[src/rtl/array_27_port_ctrl_if.sv]
// array_27_port_ctrl_if: write, read and response valid/ready channels
// master = pipeline side, slave = array_27_port_ctrl.
interface array_27_port_ctrl_if #(
  parameter int AW = 8,
  parameter int DW = 13
);
  logic          wr_valid;
  logic          wr_ready;
  logic [AW-1:0] wr_addr;
  logic [DW-1:0] wr_data;
  logic          rd_valid;
  logic          rd_ready;
  logic [AW-1:0] rd_addr;
  logic          rsp_valid;
  logic          rsp_ready;
  logic [DW-1:0] rsp_data;

  modport master (
    output wr_valid, wr_addr, wr_data,
    input  wr_ready,
    output rd_valid, rd_addr,
    input  rd_ready,
    input  rsp_valid, rsp_data,
    output rsp_ready
  );

  modport slave (
    input  wr_valid, wr_addr, wr_data,
    output wr_ready,
    input  rd_valid, rd_addr,
    output rd_ready,
    output rsp_valid, rsp_data,
    input  rsp_ready
  );
endinterface

[src/rtl/array_27_port_ctrl.sv]
// array_27_port_ctrl: init sweep + write/read arbitration onto SRAM RW0.
// Ports: clock, reset_n, clear, busy_init, bus (slave), RW0_* macro port.
module array_27_port_ctrl #(
  parameter int            DEPTH      = 256,
  parameter int            AW         = 8,
  parameter int            DW         = 13,
  parameter logic [DW-1:0] INIT_VALUE = '0
) (
  input  logic                 clock,
  input  logic                 reset_n,
  input  logic                 clear,
  output logic                 busy_init,
  array_27_port_ctrl_if.slave  bus,
  output logic [AW-1:0]        RW0_addr,
  output logic                 RW0_en,
  output logic                 RW0_wmode,
  output logic [DW-1:0]        RW0_wdata,
  input  logic [DW-1:0]        RW0_rdata
);

  typedef enum logic [1:0] {
    BOOT,
    INIT,
    RUN
  } state_t;

  state_t        state_q, state_d;
  logic [AW-1:0] cnt_q, cnt_d;

  logic          run;
  logic          infl_q;
  logic          prio_q;
  logic [1:0]    fcnt_q;
  logic          wp_q, rp_q;
  logic [DW-1:0] mem_q [2];

  logic          rd_can;
  logic          rd_elig;
  logic          wr_go;
  logic          rd_go;
  logic          push;
  logic          pop;

  always_ff @(posedge clock or negedge reset_n) begin
    if (!reset_n) begin
      state_q <= BOOT;
      cnt_q   <= '0;
    end else begin
      state_q <= state_d;
      cnt_q   <= cnt_d;
    end
  end

  always_comb begin
    state_d = state_q;
    cnt_d   = cnt_q;
    unique case (state_q)
      BOOT: begin
        state_d = INIT;
        cnt_d   = '0;
      end
      INIT: begin
        if (clear)
          cnt_d = '0;
        else if (cnt_q == AW'(DEPTH - 1))
          state_d = RUN;
        else
          cnt_d = cnt_q + 1'b1;
      end
      RUN: begin
        if (clear) begin
          state_d = INIT;
          cnt_d   = '0;
        end
      end
      default: state_d = BOOT;
    endcase
  end

  assign run       = (state_q == RUN);
  assign busy_init = ~run;

  // Slots already owed to the response buffer: stored + one in flight.
  assign rd_can  = (fcnt_q + {1'b0, infl_q}) < 2'd2;
  assign rd_elig = run & bus.rd_valid & rd_can;

  assign bus.wr_ready = run & ~(rd_elig & prio_q);
  assign bus.rd_ready = run & rd_can & (~bus.wr_valid | prio_q);

  assign wr_go = bus.wr_valid & bus.wr_ready;
  assign rd_go = bus.rd_valid & bus.rd_ready;

  always_comb begin
    RW0_en    = 1'b0;
    RW0_wmode = 1'b0;
    RW0_addr  = '0;
    RW0_wdata = '0;
    unique case (1'b1)
      (state_q == INIT): begin
        RW0_en    = 1'b1;
        RW0_wmode = 1'b1;
        RW0_addr  = cnt_q;
        RW0_wdata = INIT_VALUE;
      end
      wr_go: begin
        RW0_en    = 1'b1;
        RW0_wmode = 1'b1;
        RW0_addr  = bus.wr_addr;
        RW0_wdata = bus.wr_data;
      end
      rd_go: begin
        RW0_en    = 1'b1;
        RW0_addr  = bus.rd_addr;
      end
      default: ;
    endcase
  end

  always_ff @(posedge clock or negedge reset_n) begin
    if (!reset_n) begin
      prio_q <= 1'b0;
      infl_q <= 1'b0;
    end else begin
      infl_q <= rd_go;
      if (bus.wr_valid & rd_elig)
        prio_q <= ~prio_q;
    end
  end

  // Capture is independent of FSM state so a clear never drops a read.
  assign push = infl_q;
  assign pop  = bus.rsp_valid & bus.rsp_ready;

  always_ff @(posedge clock or negedge reset_n) begin
    if (!reset_n) begin
      mem_q  <= '{default: '0};
      wp_q   <= 1'b0;
      rp_q   <= 1'b0;
      fcnt_q <= '0;
    end else begin
      if (push) begin
        mem_q[wp_q] <= RW0_rdata;
        wp_q        <= ~wp_q;
      end
      if (pop)
        rp_q <= ~rp_q;
      fcnt_q <= fcnt_q + 2'(push) - 2'(pop);
    end
  end

  assign bus.rsp_valid = (fcnt_q != 2'd0);
  assign bus.rsp_data  = bus.rsp_valid ? mem_q[rp_q] : '0;

  a_no_ovf: assert property (
    @(posedge clock) disable iff (!reset_n)
    !(push && !pop && fcnt_q == 2'd2)
  );

endmodule

[src/flat_wrapper.sv]
// flat-port wrapper written by rule: the top's interface ports become plain ports
module array_27_port_ctrl_flat 
#(
  parameter int            DEPTH      = 256,
  parameter int            AW         = 8,
  parameter int            DW         = 13,
  parameter logic [DW-1:0] INIT_VALUE = '0
)
  (clock, reset_n, clear, busy_init, RW0_addr, RW0_en, RW0_wmode, RW0_wdata, RW0_rdata, bus_wr_valid, bus_wr_addr, bus_wr_data, bus_wr_ready, bus_rd_valid, bus_rd_addr, bus_rd_ready, bus_rsp_valid, bus_rsp_data, bus_rsp_ready);
  array_27_port_ctrl_if #(.AW(AW), .DW(DW)) bus_i ();
  input  logic clock;
  input  logic reset_n;
  input  logic clear;
  output logic busy_init;
  output logic [AW-1:0] RW0_addr;
  output logic RW0_en;
  output logic RW0_wmode;
  output logic [DW-1:0] RW0_wdata;
  input  logic [DW-1:0] RW0_rdata;
  input wire logic [$bits(bus_i.wr_valid)-1:0] bus_wr_valid;
  input wire logic [$bits(bus_i.wr_addr)-1:0] bus_wr_addr;
  input wire logic [$bits(bus_i.wr_data)-1:0] bus_wr_data;
  output wire logic [$bits(bus_i.wr_ready)-1:0] bus_wr_ready;
  input wire logic [$bits(bus_i.rd_valid)-1:0] bus_rd_valid;
  input wire logic [$bits(bus_i.rd_addr)-1:0] bus_rd_addr;
  output wire logic [$bits(bus_i.rd_ready)-1:0] bus_rd_ready;
  output wire logic [$bits(bus_i.rsp_valid)-1:0] bus_rsp_valid;
  output wire logic [$bits(bus_i.rsp_data)-1:0] bus_rsp_data;
  input wire logic [$bits(bus_i.rsp_ready)-1:0] bus_rsp_ready;
  assign bus_i.wr_valid = bus_wr_valid;
  assign bus_i.wr_addr = bus_wr_addr;
  assign bus_i.wr_data = bus_wr_data;
  assign bus_wr_ready = bus_i.wr_ready;
  assign bus_i.rd_valid = bus_rd_valid;
  assign bus_i.rd_addr = bus_rd_addr;
  assign bus_rd_ready = bus_i.rd_ready;
  assign bus_rsp_valid = bus_i.rsp_valid;
  assign bus_rsp_data = bus_i.rsp_data;
  assign bus_i.rsp_ready = bus_rsp_ready;
  array_27_port_ctrl #(.DEPTH(DEPTH), .AW(AW), .DW(DW), .INIT_VALUE(INIT_VALUE)) u_core (.clock(clock), .reset_n(reset_n), .clear(clear), .busy_init(busy_init), .bus(bus_i), .RW0_addr(RW0_addr), .RW0_en(RW0_en), .RW0_wmode(RW0_wmode), .RW0_wdata(RW0_wdata), .RW0_rdata(RW0_rdata));
endmodule
[config.mk]
export PLATFORM = sky130hd
export DESIGN_NAME = array_27_port_ctrl_flat
export DESIGN_NICKNAME = d
export VERILOG_FILES = /design/src/rtl/array_27_port_ctrl_if.sv /design/src/rtl/array_27_port_ctrl.sv /design/src/flat_wrapper.sv
export SDC_FILE = /design/constraint.sdc
export NUM_CORES = 1
export LEC_CHECK = 0
export CAP_MARGIN = 0
export CORE_UTILIZATION = 47
export DETAILED_ROUTE_END_ITERATION = 8
export PLACE_DENSITY = 0.91
export SKIP_CTS_REPAIR_TIMING = 1
export SLEW_MARGIN = 20
export SYNTH_ARGS = -nofsm -noshare
export SYNTH_HDL_FRONTEND = slang
export SYNTH_SLANG_ARGS = --single-unit
[constraint.sdc]
create_clock -name clock -period 4.5 [get_ports clock]
set_input_delay 0.45 -clock clock [delete_from_list [all_inputs] [get_ports clock]]
set_output_delay 0.45 -clock clock [all_outputs]
set_load 0.05 [all_outputs]
==> out/metrics.yaml <==
synth_area_leader_cell: "dfrtp_1"
async_flop_share_pct: 100
clk_pin_slew_ps: 70
synth_seq_cells: 42
synthCells: 212
synth_xor_area_share_pct: 2.31
num_vias: 1910
grt-ovfl-total: 0
final_core_util_pct: 72.3
drc: 0
seq_area_um2: 1050
cts_tree: "done"
synth_edf_count: 0
cts_max_level: 2
setup_viol: 0
cp_max_fo: 16
pre_cts_slack_ps: 1140
synth_ff_type: "dfrtp_1"
skew_ps: 2.41
synthSimpleGateAreaFrac_pct: 19.4
yosys.area_share.adder_pct: 1.65
vdd_ir_drop_max_uv: 240
postSynthAreaPerCell_um2: 10.7
synth_top_area_share_pct: 46.2
yosys-top-cells-area: "dfrtp_1 (46%), mux2_2 (13%), mux2i_1 (5.7%)"
maxCapViolCount: 0
hold_path.class: "in2async"
cp.required_ps: 4050
syn2layout_area_growth_pct: 43.0
place_congestion: 0.851
status: "finished, final reports clean"
grt_usage_pct: 22.0
die_h_um: 71.6
hold_ws_ps: 284
worst_path_most_repeated_cell: "clkdlybuf4s50_1"
synth_nets: 263
drv_slew: 0
wl_mm: 5.40
rsz0062_at_grt: "no"
instances_no_fill: 348
cts.sinks: 42
drt-vias-per-instance: 5.49
die_w_um: 71.6
cts_root_buf: "clkbuf_8"
cts_buffers: 5
drive_gt1_share_pct: 13.5
ant_nets: 0
clock_latency_ps: 290
power.leakage_nw: 1.48
grt_pass1_wl_mm: 8.94
dp_hpwl_mm: 3.97
slew_headroom_pct: 28.7
synthesis.area_um2: 2280
fin_ws_ps: 1130
start_kind: "primary input"
crit_slowest_cell: "clkdlybuf4s50_1"
multiInputGateArea_um2: 1150
grt_max_degree: 43
core_area_um2: 4500
synth_top_family_by_area: "simple AND/OR/NAND/NOR gates"
muxShareOfSynthArea_pct: 18.6
period_minus_slack_ps: 3370
grt_pass1_vias: 1937
crit_chain: "clkdlybuf4s50_1 -> nor2b_1 -> nor4b_4 -> and2_1 -> a221o_1 -> clkdlybuf4s50_1"
wl_per_cell_um: 15.5
dp_cells: 340
setup_tns_ps: 0
antenna_found_initial: 0
antenna-diode-count: 0
final.period_utilization_pct: 74.9
endpoint_kind: "output port"
slowest_delay_ps: 800
yosysMostFrequentCell: "dfrtp_1"
fillers: 336
cts_buffer_depth: 2
netlist_top_cells_count: "dfrtp_1 (42), mux2_2 (26), nor2_1 (18)"
hold_violations: 0
ys_seq_area_share_pct: 46.2
ys_types: 38
nets: 346
dr.first_iter.drc_count: 147
worst_pin_slew_ps: 1070
critical_path_class: "in2out"
worstPathArrival_ps: 2920
max_freq_mhz: 297
rows: 24
yosys_warnings: 0
die_area_um2: 5120
start_util_pct: 50.5
num_io_pins: 88
dr.pass1.iters: 4
port_buffers: 87
power.density_nw_per_um2: 367
synth-compound-area-share_pct: 8.58
==> stage by stage <==
step / area, µm² / total power [mW]
after floorplan: 2280 / 0.781
after detailed placement: 3160 / 0.959
final: 3260 / 1.19
after global placement: 3160 / 0.950
after CTS: 3250 / 1.20
after global routing: 3260 / 1.25
==> registers in the layout, indices dropped and copies added (netlist names) <==
name,count
u_core.fcnt_q,2
u_core.state_q,2
u_core.prio_q,1
u_core.mem_q,26
u_core.wp_q,1
u_core.infl_q,1
u_core.rp_q,1
u_core.cnt_q,8
==> cell usage in the layout, fill, tap and decap left out, drive strengths merged, types with 3 or more instances in the layout <==
cell / Yosys / layout
nor2: 18 / 18
ha: 3 / 3
o21ai: 3 / 3
clkdlybuf4s50: 0 / 86
nor2b: 5 / 5
dfrtp: 42 / 42
and2: 9 / 9
clkbuf: 6 / 7
or3: 4 / 4
xor2: 4 / 4
mux2i: 13 / 13
nand2: 10 / 10
o211ai: 4 / 4
nand3: 6 / 6
mux2: 26 / 26
inv: 6 / 6
a221o: 8 / 8
and3: 14 / 14
==> logic make-up after synthesis <==
logic type / after synthesis
AND/OR/NAND/NOR: 79
flip-flops: 42
multiplexers: 39
AO/OA/AOI/OAI: 25
buffers and inverters: 18
XOR/XNOR: 6
adder cells (fa/ha/maj): 3
==> where the power goes <==
group          internal [mW]  leakage [nW]  total (mW)  switching (mW)
Clock                  0.124        0.0482       0.244           0.120
Combinational          0.198         0.896       0.496           0.298
Sequential             0.405         0.533       0.453          0.0486
Total                  0.727          1.48        1.19           0.466
==> path summary, 6_finish.rpt <==
check                                  from  depth (start not counted)  slack, ps                to
hold / removal                      reset_n                          1        280   u_core.mem_q[4]
min in group clock            u_core.prio_q                          1        500     u_core.prio_q
max in group asynchronous           reset_n                          1       3650  u_core.mem_q[14]
setup reg to reg           u_core.fcnt_q[1]                          4       2520  u_core.fcnt_q[1]
setup / recovery               bus_wr_valid                          6       1130       RW0_addr[4]
hold reg to reg               u_core.prio_q                          1        500     u_core.prio_q
==> worst max-delay path: cells and delay by family <==
kind	cells	cell delay [ps]
buffers and inverters	2	1400
AO/OA/AOI/OAI	1	110
AND/OR/NAND/NOR	3	950
==> layout make-up <==
class	instances	share of cell area, %
Clock buffer	7	2.65
Clock inverter	1	0.154
Inverter	6	0.692
Multi-Input combinational cell	152	35.4
Sequential cell	42	32.3
Tap cell	52	2.00
Timing Repair Buffer	88	26.8
==> layer usage <==
layer	part of all wire, %	vias up	track usage (%)	wire (µm)
li1	-	928	-	-
met1	44	947	27.8	2350
met2	53	28	39.2	2870
met3	2.1	7	3.52	114
met4	1.1	0	6.10	57
met5	0	-	0	0
Note: power is estimated with default switching activity, not from simulation.
